==> config.mk <==
export PLATFORM = sky130hd
export DESIGN_NAME = cmult_share_ctrl
export DESIGN_NICKNAME = d
export VERILOG_FILES = /design/src/rtl/cmult_share_ctrl.sv
export SDC_FILE = /design/constraint.sdc
export NUM_CORES = 1
export LEC_CHECK = 0
export CAP_MARGIN = 20
export CORE_AREA = 2 2 202 204
export CTS_CLUSTER_SIZE = 24
export DETAILED_ROUTE_END_ITERATION = 8
export DIE_AREA = 0 0 204 206
export GPL_TIMING_DRIVEN = 0
export PLACE_DENSITY = 0.48
export SYNTH_ARGS = -nofsm -noshare
export SYNTH_HDL_FRONTEND = slang
export SYNTH_SLANG_ARGS = --single-unit
==> constraint.sdc <==
create_clock -name clk -period 6.68 [get_ports clk]
set_input_delay 1.336 -clock clk [delete_from_list [all_inputs] [get_ports clk]]
set_output_delay 1.336 -clock clk [all_outputs]
set_load 0.01 [all_outputs]
==> src/rtl/cmult_share_ctrl.sv <==
// rtl/cmult_share_ctrl.sv - round-robin sharing of one pipelined complex multiplier
// Grants one operand set per cycle, tags it through the multiplier latency, stalls on back-pressure.
module cmult_share_ctrl #(
  parameter int NUM_REQ = 4,
  parameter int N       = 18,
  parameter int INR     = 0,
  parameter int OUTR    = 1,
  parameter int PIPER   = 0,
  localparam int LAT    = INR + OUTR + PIPER,
  localparam int MUL_W  = (N <= 9) ? 9 : (N <= 18) ? 18 : 36,
  localparam int RW     = 2 * MUL_W + 1,
  localparam int IDW    = $clog2(NUM_REQ)
) (
  input  logic                 clk,
  input  logic                 reset,
  input  logic [NUM_REQ-1:0]   req_valid,
  output logic [NUM_REQ-1:0]   req_ready,
  input  logic [NUM_REQ*N-1:0] req_real1,
  input  logic [NUM_REQ*N-1:0] req_imag1,
  input  logic [NUM_REQ*N-1:0] req_real2,
  input  logic [NUM_REQ*N-1:0] req_imag2,
  output logic                 mul_reset,
  output logic                 mul_ce,
  output logic [N-1:0]         mul_real1,
  output logic [N-1:0]         mul_imag1,
  output logic [N-1:0]         mul_real2,
  output logic [N-1:0]         mul_imag2,
  input  logic [RW-1:0]        mul_realo,
  input  logic [RW-1:0]        mul_imago,
  output logic                 res_valid,
  input  logic                 res_ready,
  output logic [IDW-1:0]       res_id,
  output logic [RW-1:0]        res_real,
  output logic [RW-1:0]        res_imag
);

  if (LAT < 1 || LAT > 3) begin : g_bad_lat
    $error("cmult_share_ctrl: INR+OUTR+PIPER must be in 1..3");
  end
  if (NUM_REQ < 2 || NUM_REQ > 8) begin : g_bad_num_req
    $error("cmult_share_ctrl: NUM_REQ must be in 2..8");
  end
  if (INR > 1 || OUTR > 1 || PIPER > 1 || INR < 0 || OUTR < 0 || PIPER < 0) begin : g_bad_stage
    $error("cmult_share_ctrl: INR, OUTR and PIPER must each be 0 or 1");
  end

  logic               adv;
  logic [IDW-1:0]     last;
  logic               grant_any;
  logic [IDW-1:0]     grant_id;
  logic [IDW:0]       cand;
  logic [LAT-1:0]     tag_v;
  logic [IDW-1:0]     tag_id [LAT];

  assign adv       = ~res_valid | res_ready;
  assign mul_ce    = adv & ~reset;
  assign mul_reset = reset;

  assign res_valid = tag_v[LAT-1];
  assign res_id    = tag_id[LAT-1];
  assign res_real  = mul_realo;
  assign res_imag  = mul_imago;

  // Search starts just after the last winner; cand has one spare bit so last+k never overflows.
  always_comb begin
    grant_any = 1'b0;
    grant_id  = '0;
    cand      = '0;
    for (int k = 1; k <= NUM_REQ; k++) begin
      cand = {1'b0, last} + (IDW+1)'(k);
      if (cand >= (IDW+1)'(NUM_REQ)) begin
        cand = cand - (IDW+1)'(NUM_REQ);
      end
      if (mul_ce && !grant_any && req_valid[cand[IDW-1:0]]) begin
        grant_any = 1'b1;
        grant_id  = cand[IDW-1:0];
      end
    end
  end

  always_comb begin
    req_ready = '0;
    for (int i = 0; i < NUM_REQ; i++) begin
      if (grant_any && (grant_id == IDW'(i))) begin
        req_ready[i] = 1'b1;
      end
    end
  end

  // Ungranted cycles feed zeros so the multiplier sees clean bubbles.
  always_comb begin
    mul_real1 = '0;
    mul_imag1 = '0;
    mul_real2 = '0;
    mul_imag2 = '0;
    for (int i = 0; i < NUM_REQ; i++) begin
      if (req_ready[i]) begin
        mul_real1 = req_real1[i*N +: N];
        mul_imag1 = req_imag1[i*N +: N];
        mul_real2 = req_real2[i*N +: N];
        mul_imag2 = req_imag2[i*N +: N];
      end
    end
  end

  always_ff @(posedge clk) begin
    if (reset) begin
      last  <= IDW'(NUM_REQ - 1);
      tag_v <= '0;
      for (int k = 0; k < LAT; k++) begin
        tag_id[k] <= '0;
      end
    end else if (adv) begin
      tag_v[0]  <= grant_any;
      tag_id[0] <= grant_id;
      for (int k = 1; k < LAT; k++) begin
        tag_v[k]  <= tag_v[k-1];
        tag_id[k] <= tag_id[k-1];
      end
      if (grant_any) begin
        last <= grant_id;
      end
    end
  end

endmodule

==> run metrics, run 1 <==
crit path capture type=output port; DR vias/cell=3.93; Die W=slightly above 200 um; hold depth=1; design area=approximately 9400 um2; status=completed; Post-Route Skew=between 0.003 and 0.004 ns; synthesized cell area=4180 um2; hpwl dp=23000 um; via count=a little under 6000; Clock transition at path regs=0.03 ns; crit path max fanout=11; total clock sinks=5; clock share of power=9.5%; share of cells above drive strength 1=15.9%; reg-to-reg startpoint=res_valid$_SDFFE_PP0P_; port buffer count=between 400 and 500; FP Rows=74; Initial DRC Count=roughly 260; RR Endpoint=tag_id[0][0]$_SDFFCE_PN0P_; post-CTS setup buffers=0; Antenna Nets Post-Route=0; die outline area=42000 um2; post-synth net total=roughly 900; Post-synth ARST share=0%; Longest Clk Path Bufs=2; IO Pins=around 520; Placement Cell Area=9360 um2; first-pass GRT wire length=38900 um; PD cells=roughly 110 nW/um2; Root Driver=clkbuf_16; Worst Setup Start Kind=primary input; most used flip-flop cell after synthesis=dfxtp_1; pin count of the biggest net entering global routing=11; crit path capture=mul_imag1[0]; r2r setup slk=about 4.8 ns; Setup Viol. Count Final=0; Required @ worst endpoint=between 5 and 6 ns; CP startpoint=req_valid[3]; Num CTS Buffers=3; Power Total=roughly 1.0 mW; critical path data arrival time=4.92 ns; f_max=~160 MHz; Max Cap Viol=0; Final Critical Period=roughly 6.3 ns; initial antenna violation count=2; Switching Power=427 uW; Synth cell types=31; router iterations before antenna repair=4; Post-Route WL=~28000 um; register area share after synthesis=2.88%; RD Place Congestion=around 0.77; Sw Share=just over 40%; DR WL/cell=about 18 um; Worst Tran Pin Value=~1.1 ns; Worst VDD drop=~0.11 mV; layout-stage area growth over the synthesis result=126%; clock latency on the worst-skew pair=between 0.2 and 0.25 ns; Syn Area/Cell=7.92 um2; Initial Utilization=about 10%; Tcrit/Tclk final=around 94%; Combinational Power Share=just under 90%; RSZ-0062 raised after global routing=false; vias in the first global route=a little over 6000; Final Hold Viols=0; hold wc startpoint=last[0]$_SDFFE_PP1P_; Slew HR=between 20 and 30%; flip-flop and latch count after synthesis=5; Post-synth EDFFs=2; Die Ht=just over 200 um; core footprint=between 40000 and 50000 um2; Total GRT Usage=between 10% and 20%; cells on worst reg2reg path=5; # DRC=0; post-CTS resize count=0; hold slack=about 0.53 ns; Pleak=~3.9 nW; CTS tree=done; CTS Hold Bufs=0; cell-internal power=about 620 uW; layout net count=1351; H-Tree Depth=1; global route overflow=0; max-slew violations=0; Flop pwr share=about 3.6%; Mapped Cells=around 530; Synth Warn #=0; critical path type=primary input to output port; Hold Crit Class=register to register
==> sequential cells by signal, summed over array words and instances (netlist names) <==
| name | cells |
|---|---|
| last | 2 |
| tag_id | 2 |
| res_valid | 1 |
==> layout by cell type (no fill, tap or decap), drive strengths merged, types with 2 or more instances in the layout <==
cell type / count
a211o: 2
a21o: 2
a221oi: 72
a311oi: 72
and2: 72
and3: 2
buf: 113
clkbuf: 23
clkdlybuf4s50: 449
dfxtp: 3
diode: 3
edfxtp: 2
inv: 73
mux2i: 72
nand2: 4
nand2b: 2
nor2: 3
nor2b: 2
nor3: 4
==> layer usage <==
layer	track usage, %	routed length (um)	up-vias
met2	21.4	13600	283
met3	1.89	1800	14
met1	15.9	12300	2822
li1	-	-	2845
met5	0	0	-
met4	1.32	240	0
==> cells by family (layout without fill, tap and decap cells) <==
kind of cell           Yosys count  after routing  share of synthesized area (%)
buffers and inverters          204            658                           28.3
AOI/OAI and AO/OA              153            153                           37.8
and+or+nand+nor                 93             93                           13.8
muxes                           72             72                           17.3
DFF                              5              5                           2.88
other                            0              3                              0
==> layout make-up <==
| class | instances | area (um2) |
|---|---|---|
| Fill cell | 4420 | 30700 |
| Timing Repair Buffer | 450 | 4510 |
| Multi-Input combinational cell | 318 | 2880 |
| Buffer | 131 | 910 |
| Tap cell | 532 | 666 |
| Inverter | 73 | 274 |
| Sequential cell | 5 | 120 |
| Clock buffer | 4 | 78.8 |
| Antenna cell | 3 | 7.51 |
==> cells in the mapped netlist (2+ instances only) <==
library cell  count  area share [%]
buf_4            77              14
inv_1            73             6.6
a311oi_1         72              15
and2_1           72              11
mux2i_1          72              17
a221oi_2         38              14
a221oi_1         34             7.1
buf_2            19             2.3
clkbuf_1         19             1.7
buf_6            14             3.8
nand2_1           4            0.36
dfxtp_1           3             1.4
nor2_1            3            0.27
nor3_1            3            0.36
a211o_1           2            0.42
a21o_1            2            0.36
and3_1            2            0.30
buf_1             2            0.18
edfxtp_1          2             1.4
nand2b_1          2            0.30
nor2b_1           2            0.30
==> power by group through the flow <==
stage	Combinational (mW)	Sequential (mW)	Clock, mW
after floorplan	0.413	0.0388	0
final	0.911	0.0377	0.0998
after detailed placement	0.918	0.0381	0
after global routing	0.975	0.0382	0.103
after global placement	0.917	0.0381	0
after CTS	0.923	0.0378	0.0996
==> metrics by stage <==
stage	setup slack, ns	utilization, %	TNS (ns)	cells
3_5_place_dp	0.285	23.3	0	1509
5_1_grt	0.183	23.5	0	1513
4_1_cts	0.294	23.5	0	1513
3_3_place_gp	-0.495	23.2	-13.10	1508
6_report	0.421	23.5	0	1516
2_1_floorplan	2.57	-	0	527
==> worst min path at each step <==
stage                                end  slack (ns)
floorplan           last[0]$_SDFFE_PP1P_        0.48
global placement    last[0]$_SDFFE_PP1P_        0.51
detailed placement  last[0]$_SDFFE_PP1P_        0.52
CTS                 last[0]$_SDFFE_PP1P_        0.53
global route        last[0]$_SDFFE_PP1P_        0.54
finish              last[0]$_SDFFE_PP1P_        0.53
==> worst max-delay path, stage by stage <==
cell	delay [ns]
clkdlybuf4s50_1	0.51
nor2_1	0.12
a211oi_4	0.55
clkbuf_1	0.84
buf_2	0.41
a311oi_1	0.13
a221oi_1	0.38
clkdlybuf4s50_1	0.62
Note: power is estimated with default switching activity, not from simulation.
==> run 2: changes to the inputs <==
CAP_MARGIN = default   (was 20)
SLEW_MARGIN = 5   (was default)
==> results of run 2 <==
The final DEF is identical to that of run 1; final timing and power are the same.
